### src/rtl/regfile_wb_arbiter_pkg.sv
// Purpose: shared constants and helpers for the register-file writeback arbiter.
// Latency: n/a (declarations only).
// Backpressure: n/a (declarations only).
package regfile_wb_arbiter_pkg;

  localparam int REG_ADDR_W = 5;
  localparam int XLEN       = 32;
  localparam logic [REG_ADDR_W-1:0] REG_ZERO = 5'd0;

  // Fixed requester slots on the writeback bus
  localparam int WB_SRC_ALU  = 0;
  localparam int WB_SRC_LOAD = 1;
  localparam int WB_SRC_ACC  = 2;

  // Per-source grant counter geometry
  localparam int GRANT_CNT_W = 16;
  localparam logic [GRANT_CNT_W-1:0] GRANT_CNT_MAX = 16'hFFFF;

  // Round-robin successor: the slot after idx, wrapping at n
  function automatic int rr_next(input int idx, input int n);
    return (idx + 1 >= n) ? 0 : idx + 1;
  endfunction

endpackage

### src/rtl/regfile_wb_arbiter_rr_priority_pick.sv
// Purpose: rotate the request vector to start at ptr, then pick the first set bit.
// Latency: purely combinational.
// Backpressure: none; the caller decides whether the pick is accepted.
module rr_priority_pick #(
  parameter int N     = 3,
  parameter int PTR_W = $clog2(N)
) (
  input  logic [N-1:0]     valid,
  input  logic [PTR_W-1:0] ptr,
  output logic [N-1:0]     grant,
  output logic [PTR_W-1:0] idx,
  output logic             any_valid
);

  logic [N-1:0] rot;
  int           rot_j;
  int           first_k;
  int           win_i;
  logic         found;

  // Rotate so that bit 0 of rot is the request at slot ptr
  always_comb begin
    rot   = '0;
    rot_j = 0;
    for (int k = 0; k < N; k++) begin
      rot_j = int'(ptr) + k;
      if (rot_j >= N) rot_j = rot_j - N;
      rot[k] = valid[rot_j];
    end
  end

  // Find the first set bit of the rotated vector and map it back to a slot
  always_comb begin
    found   = 1'b0;
    first_k = 0;
    for (int k = 0; k < N; k++) begin
      if (rot[k] && !found) begin
        found   = 1'b1;
        first_k = k;
      end
    end
    win_i = int'(ptr) + first_k;
    if (win_i >= N) win_i = win_i - N;
    grant = '0;
    if (found) grant[win_i] = 1'b1;
    idx       = PTR_W'(win_i);
    any_valid = found;
  end

endmodule

### src/rtl/regfile_wb_arbiter.sv
// Purpose: round-robin share of the single register-file write port among NUM_REQ sources
//          (optional per-source grant counters under `REGFILE_WB_GRANT_CNT_EN).
// Latency: 1 cycle from accepted request to reg_write/write_reg/write_data.
// Backpressure: combinational one-hot req_ready; hold or reset forces it to zero.
module regfile_wb_arbiter
  import regfile_wb_arbiter_pkg::*;
#(
  parameter int NUM_REQ = 3,
  parameter int DATA_W  = XLEN,
  parameter int ADDR_W  = REG_ADDR_W
) (
  input  logic                      clk,
  input  logic                      reset,
  input  logic [NUM_REQ-1:0]        req_valid,
  input  logic [NUM_REQ*ADDR_W-1:0] req_addr,
  input  logic [NUM_REQ*DATA_W-1:0] req_data,
  output logic [NUM_REQ-1:0]        req_ready,
  input  logic                      hold,
  output logic                      reg_write,
  output logic [ADDR_W-1:0]         write_reg,
  output logic [DATA_W-1:0]         write_data,
  output logic                      wb_busy
`ifdef REGFILE_WB_GRANT_CNT_EN
  ,
  output logic [NUM_REQ*GRANT_CNT_W-1:0] grant_cnt
`endif
);

  localparam int PTR_W = $clog2(NUM_REQ);

  logic [PTR_W-1:0]   rr_ptr;
  logic [NUM_REQ-1:0] pick_grant;
  logic [PTR_W-1:0]   win_idx;
  logic               any_valid;
  logic               accept;
  logic [ADDR_W-1:0]  win_addr;
  logic [DATA_W-1:0]  win_data;

  rr_priority_pick #(
    .N     (NUM_REQ),
    .PTR_W (PTR_W)
  ) u_pick (
    .valid     (req_valid),
    .ptr       (rr_ptr),
    .grant     (pick_grant),
    .idx       (win_idx),
    .any_valid (any_valid)
  );

  // Accept the pick only when the pipeline is not stalled and not in reset
  always_comb begin
    accept    = any_valid && !hold && !reset;
    req_ready = accept ? pick_grant : '0;
    win_addr  = req_addr[win_idx*ADDR_W +: ADDR_W];
    win_data  = req_data[win_idx*DATA_W +: DATA_W];
  end

  // Register the winning write and advance the pointer past the winner;
  // writes to x0 consume a grant but never reach the register file
  always_ff @(posedge clk) begin
    if (reset) begin
      reg_write  <= 1'b0;
      write_reg  <= '0;
      write_data <= '0;
      rr_ptr     <= '0;
    end else begin
      reg_write <= accept && (win_addr != ADDR_W'(REG_ZERO));
      if (accept) begin
        rr_ptr <= PTR_W'(rr_next(int'(win_idx), NUM_REQ));
        if (win_addr != ADDR_W'(REG_ZERO)) begin
          write_reg  <= win_addr;
          write_data <= win_data;
        end
      end
    end
  end

  assign wb_busy = reg_write;

`ifdef REGFILE_WB_GRANT_CNT_EN
  logic [GRANT_CNT_W-1:0] cnt_q [NUM_REQ];

  // Saturating count of accepted transfers per source, x0 drops included
  always_ff @(posedge clk) begin
    for (int i = 0; i < NUM_REQ; i++) begin
      if (reset) begin
        cnt_q[i] <= '0;
      end else if (accept && (win_idx == PTR_W'(i)) && (cnt_q[i] != GRANT_CNT_MAX)) begin
        cnt_q[i] <= cnt_q[i] + 1'b1;
      end
    end
  end

  for (genvar g = 0; g < NUM_REQ; g++) begin : g_cnt_pack
    assign grant_cnt[g*GRANT_CNT_W +: GRANT_CNT_W] = cnt_q[g];
  end
`endif

endmodule
### config.mk
export PLATFORM = sky130hd
export DESIGN_NAME = regfile_wb_arbiter
export DESIGN_NICKNAME = d
export VERILOG_FILES = /design/src/rtl/regfile_wb_arbiter_pkg.sv /design/src/rtl/regfile_wb_arbiter_rr_priority_pick.sv /design/src/rtl/regfile_wb_arbiter.sv
export SDC_FILE = /design/constraint.sdc
export NUM_CORES = 1
export LEC_CHECK = 0
export ABC_AREA = 1
export CORE_AREA = 2 2 94 96
export CTS_CLUSTER_SIZE = 12
export DETAILED_ROUTE_END_ITERATION = 10
export DIE_AREA = 0 0 96 98
export HOLD_SLACK_MARGIN = 0.03
export PLACE_DENSITY = 0.75
export SYNTH_ARGS = -nofsm -noshare
export SYNTH_HDL_FRONTEND = slang
export SYNTH_HIERARCHICAL = 1
export SYNTH_SLANG_ARGS = --single-unit
### constraint.sdc
create_clock -name clk -period 3.35 [get_ports clk]
set_input_delay 0.5025 -clock clk [delete_from_list [all_inputs] [get_ports clk]]
set_output_delay 0.5025 -clock clk [all_outputs]
set_load 0.005 [all_outputs]
# Word level (Yosys, flattened, before mapping)
# Cells that the tools add are included.
dict set report classes {
  add_sub_neg 8
  mul 1
  n_lt_le_gt_ge 10
  shift 2
  mux 23
  n_reduce_logical 12
}
# operator n
set op_table {}
lappend op_table {{$lt 32x4->1 const B} 4}
lappend op_table {{$mux 32} 4}
lappend op_table {{$ge 32x3->1 const B} 3}
lappend op_table {{$shiftx 96x8->32} 1}
lappend op_table {{$sub 32x3->32 const B} 3}
lappend op_table {{$ge 32x1->1 const B} 1}
lappend op_table {{$shiftx 15x6->5} 1}
lappend op_table {{$mux 1} 11}
lappend op_table {{$add 2x1->3 const B} 2}
lappend op_table {{$bmux 1 s2} 3}
lappend op_table {{$logic_and 1x1->1} 6}
lappend op_table {{$mux 3} 2}
lappend op_table {{$mul 2x3->5 const B} 1}
lappend op_table {{$reduce_bool 5->1} 1}
lappend op_table {{$logic_not 1->1} 4}
lappend op_table {{$mux 2} 2}
lappend op_table {{$add 2x2->3} 1}
lappend op_table {{$add 2x2->3 const B} 1}
lappend op_table {{$ge 3x2->1 const B} 1}
lappend op_table {{$sub 2x2->3 const B} 1}
lappend op_table {{$demux 1 s2} 1}
lappend op_table {{$ge 2x2->1 const B} 1}
lappend op_table {{$reduce_and 2->1} 1}
dict set report totals {
  ff_bits 40
  input_bits 117
  out_inout_bits 42
}

# Depth between registers and ports, before layout
dict set report logic_depth {
  word_depth 21
  ltp_mapped 28
  depth_no_buf 25
}

# By module
# The synthesis kept the hierarchy.
# module instances cells_each area_per_inst_um2 seq_area_each_um2
set by_module_without_submodules {}
lappend by_module_without_submodules {regfile_wb_arbiter 1 403 2471.1 800.8}
lappend by_module_without_submodules {rr_priority_pick 1 64 367.9 0.0}

# Worst setup path after synthesis
# Ideal clock, no wire load.
dict set report synth_path {
  path_type {reg2reg}
  from {register rr_ptr[0]}
  to {register write_data[11]}
  setup_time_ns 0.115
  arrival_time_ns 3.498
  required_ns 3.235
  path_slack_ns -0.263
  path_stages_with_launch 28
  n_path_buf 3
  cell_sequence {dfxtp_1 -> inv_1 -> ha_1 -> inv_2 -> nand2_2 -> nand3_2 -> nand2_2 -> a31oi_1 -> ha_1 -> inv_1 -> fa_1 -> inv_1 -> ha_1 -> inv_2 -> nand2_2 -> nand2_1 -> nand2_2 -> inv_2 -> buf_4 -> nor2_4 -> buf_6 -> nand2_1 -> nand3_1 -> nor2_4 -> nand3_4 -> buf_2 -> a21oi_1 -> nor2_1}
}
dict set report synth_via {
  elab_chain_len 19
  word_cells_on_any_way 40
  cone_classes {add/sub (7); mul (1); order compare (4); shift (2); mux (18); reduce/logical (8)}
}
# item line
set synth_rtl {}
lappend synth_rtl {{start, declared} regfile_wb_arbiter.sv:31} ;# logic [PTR_W-1:0] rr_ptr;
lappend synth_rtl {{start signal, assigned} regfile_wb_arbiter.sv:69} ;# rr_ptr <= PTR_W'(rr_next(int'(win_idx), NUM_REQ));
lappend synth_rtl {{parallel branches: the longest is 12 deep, another holds $sub 32x3->32} --}
lappend synth_rtl {{$add 2x2->3 (*)} regfile_wb_arbiter_rr_priority_pick.sv:42} ;# win_i = int'(ptr) + first_k;
lappend synth_rtl {{$sub 32x3->32 or $ge 32x3->1 (tied branches)} regfile_wb_arbiter_rr_priority_pick.sv:43} ;# if (win_i >= N) win_i = win_i - N;
lappend synth_rtl {{$mux 32 (*)} regfile_wb_arbiter_rr_priority_pick.sv:43}
lappend synth_rtl {{named net win_idx[0]} regfile_wb_arbiter.sv:33} ;# logic [PTR_W-1:0] win_idx;
lappend synth_rtl {{$mul 2x3->5} regfile_wb_arbiter.sv:54} ;# win_addr = req_addr[win_idx*ADDR_W +: ADDR_W];
lappend synth_rtl {{$shiftx 15x6->5} regfile_wb_arbiter.sv:54}
lappend synth_rtl {{$reduce_bool 5->1} regfile_wb_arbiter.sv:70} ;# if (win_addr != ADDR_W'(REG_ZERO)) begin
lappend synth_rtl {{$reduce_and 2->1 (no line)} --}
lappend synth_rtl {{end signal, assigned} regfile_wb_arbiter.sv:72} ;# write_data <= win_data;
lappend synth_rtl {{end, declared} regfile_wb_arbiter.sv:21} ;# output logic [DATA_W-1:0] write_data,
# Mark *: on every way through the listed nets, which the timed path passes. The select of a mux whose other input is x is not followed.
# A chain may end at the register's enable or synchronous reset.

# Final worst setup path
dict set report layout_path {
  from {register rr_ptr[0]}
  to {register write_data[16]}
}
# Same word-level chain as after synthesis.

==> results.sh <==
export IMPL_cp_slowest_stage_delay_ns=0.54
export IMPL_synth_top_area_share_pct=28.2
export IMPL_power_density_nw_per_um2=746
export IMPL_drtIter0Drc=176
export IMPL_worstMarginPinSlew_ns=0.825
export IMPL_synthToLayoutAreaGrowth_pct=89.2
export IMPL_hold_end="write_data[27]$_SDFFE_PP0P_"
export IMPL_timing_rr_end="write_data[16]$_SDFFE_PP0P_"
export IMPL_period_needed_ns=3.87
export IMPL_dieArea_um2=9410
export IMPL_antenna_cells=0
export IMPL_grt_pass1_vias=3589
export IMPL_place_inst=730
export IMPL_dp_slack_ns=-0.679
export IMPL_syn_inst=467
export IMPL_min_from="write_data[27]$_SDFFE_PP0P_"
export IMPL_htreeDepth=2
export IMPL_pwr_share_comb_pct=76.1
export IMPL_skew_ns=0.00374
export IMPL_worstSkewPairLatency_ns=0.28
export IMPL_synthTopCellsByArea="dfxtp_1 28%, nand2_1 16%, nand3_1 15%, a21oi_1 12%, nor2_1 5.7%"
export IMPL_synth_area_um2=2840
export IMPL_io_buffer_count=158
export IMPL_reg2reg_depth=25
export IMPL_dpl_hpwl_mm=7.61
export IMPL_status="complete, but fails checks"
export IMPL_largest_reg_flops=32
export IMPL_power_mw=4.01
export IMPL_grtUsageTotal_pct=21.6
export IMPL_worst_setup_path_end_kind="flip-flop"
export IMPL_synth_seq_cells=40
export IMPL_routabilityCongestion=0.880
export IMPL_fin_nets=778
export IMPL_coreArea_um2=8470
export IMPL_cts_buffers=5
export IMPL_p_seq_share_pct=15.7
export IMPL_p_int_mw=2.24
export IMPL_p_leak_nw=2.39
export IMPL_post_route_period_util_pct=116
export IMPL_min_path_type="reg -> reg"
export IMPL_drc=0
export IMPL_num_rows=34
export IMPL_finalWorstSetupSlack_ns=-0.524
export IMPL_yosysWarnings=6
export IMPL_holdWs_ns=0.483
export IMPL_setup_viol=42
export IMPL_firstDrtPassIters=4
export IMPL_ys_flop_type="dfxtp_1"
export IMPL_drv_cap=0
export IMPL_cts_hold_buf=0
export IMPL_grt_max_degree=78
export IMPL_crit_family="adder cells"
export IMPL_placed_cell_area_um2=4730
export IMPL_irDropWorstVdd_mv=0.286
export IMPL_grt_pass1_wl_mm=16.4
export IMPL_relSlewSlack_pct=45.0
export IMPL_regToRegSetupSlack_ns=-0.52
export IMPL_die_w_um=96
export IMPL_synth_top_cell_by_area="dfxtp_1"
export IMPL_num_vias=3859
export IMPL_async_flop_share_pct=0
export IMPL_cp_max_fo=7
export IMPL_rsz0062_at_grt="true"
export IMPL_cts_tree="built"
export IMPL_swShare_pct=44.1
export IMPL_synthDistinctLibCells=24
export IMPL_path_clk_slew_ns=0.08
export IMPL_reg2reg_from="rr_ptr[0]$_SDFFE_PP0P_"
export IMPL_avgSynthCellArea_um2=6.08
export IMPL_layout_drive_gt1_share_pct=21.5
export IMPL_cp_slowest_cell="fa_1"
export IMPL_syn_nets=591
export IMPL_via_per_inst=5.06
export IMPL_final_common_cell="clkdlybuf4s50_1"
export IMPL_nFillCells=734
export IMPL_pin_count=159
export IMPL_wl_per_cell_um=15.2
export IMPL_antenna_found_initial=0
export IMPL_ant_nets=0
export IMPL_cts_sinks=40
export IMPL_final_max_slew_viol_count=0
export IMPL_crit_arrival_ns=4.05
export IMPL_clock_path_buffers=2
export IMPL_initial_core_util_pct=33.5
export IMPL_stdcell_count=763
export IMPL_cp_common_cell="inv_2"
export IMPL_max_clock_freq_mhz=258
export IMPL_cp_start_kind="flip-flop"
export IMPL_design_area_um2=5370
export IMPL_switching_power_mw=1.77
export IMPL_grt_overflow=0
export IMPL_violations="negative setup slack"
export IMPL_cp_required_ns=3.53
export IMPL_power_share_clock_pct=8.2
export IMPL_path_class="reg -> reg"
export IMPL_cts_root_buffer_cell="clkbuf_8"
export IMPL_synth_edf_count=0
export IMPL_mostFrequentLayoutCells="153 x clkdlybuf4s50_1, 111 x nand2_1, 70 x nand3_1, 63 x a21oi_1, 41 x nor2_1"
export IMPL_routed_wl_mm=11.6
export IMPL_min_delay_path_depth=2
export IMPL_yosysSeqAreaShare_pct=28.2
export IMPL_die_y_um=98
export IMPL_path_buf_inv=9
export IMPL_timing_hold_violations_final=0
-- timing repair --
| item | CTS | global route |
|---|---|---|
| gates cloned | 3 | 3 |
| endpoints found under the setup margin | 42 | 43 |
| setup buffers | 10 | 10 |
| gates resized for setup | 35 | 45 |
| pin swaps | 23 | 32 |
-- final cells by class --
| class | instances | area (µm²) | share of cell area (%) |
|---|---|---|---|
| inverter | 36 | 149 | 2.77 |
| clock buffer | 6 | 82.6 | 1.54 |
| tap | 108 | 135 | 2.52 |
| timing repair buffer | 215 | 2250 | 41.8 |
| multi-input combinational | 356 | 1940 | 36.1 |
| clock inverter | 2 | 10.0 | 0.186 |
| sequential | 40 | 806 | 15.0 |
-- routing by layer --
metal / GRT usage [%] / wire length, µm
met5: 0 / 0
met4: 7.91 / 301
met3: 3.70 / 767
met2: 39.0 / 6000
met1: 24.9 / 4520
-- synth_stat cells, types with 2 or more instances --
library cell  number
buf_2              7
nand2_2            6
nand3_2            4
inv_1             32
nor2_1            43
dfxtp_1           40
buf_6              5
nand3_4            2
nand2_1          124
ha_1               6
buf_1              2
o21ai_0            5
a21oi_1           70
nor2_2             2
inv_2              4
buf_4              3
nand3_1           86
nor2_4             3
clkbuf_1          18
-- per-stage QoR --
step	util (%)	setup TNS, ns
5_1_grt	63.4	-24.06
3_3_place_gp	55.8	-20.93
3_5_place_dp	55.8	-26.47
2_1_floorplan	-	-1.51
6_report	63.4	-18.66
4_1_cts	59.5	-14.28
-- worst max path at each step --
stage                           start                           to  slack (ns)  depth (start not counted)
3_5_place_dp             req_valid[2]  write_data[14]$_SDFFE_PP0P_       -0.68                         24
2_1_floorplan  rr_ptr[0]$_SDFFE_PP0P_  write_data[11]$_SDFFE_PP0P_       -0.05                         27
5_1_grt        rr_ptr[0]$_SDFFE_PP0P_  write_data[16]$_SDFFE_PP0P_       -0.65                         26
3_3_place_gp             req_valid[2]                 req_ready[2]       -0.55                         20
6_report       rr_ptr[0]$_SDFFE_PP0P_  write_data[16]$_SDFFE_PP0P_       -0.52                         25
4_1_cts        rr_ptr[0]$_SDFFE_PP0P_   write_data[4]$_SDFFE_PP0P_       -0.37                         27
-- kinds of logic (layout without fill, tap and decap cells) --
| kind of cell | Yosys count | count (layout) | synth area share [%] |
|---|---|---|---|
| and+or+nand+nor | 272 | 272 | 43.4 |
| AOI/OAI and AO/OA | 77 | 77 | 13.6 |
| buffers and inverters | 71 | 259 | 11.4 |
| DFF | 40 | 40 | 28.2 |
| adders and majority gates | 7 | 7 | 3.35 |
-- tightest hold or removal path: stages, from the launching register on --
cell and delay, ns:
dfxtp_1 0.33, a21oi_1 0.04, nor2_1 0.08
-- power groups by stage --
stage | combinational [mW] | sequential [mW] | clock, mW
floorplan | 1.40 | 0.641 | 0
global placement | 2.21 | 0.631 | 0
detailed placement | 2.28 | 0.636 | 0
CTS | 2.57 | 0.626 | 0.343
global route | 3.28 | 0.639 | 0.362
finish | 3.05 | 0.628 | 0.330
No activity file was read; power rests on OpenSTA's default activity.
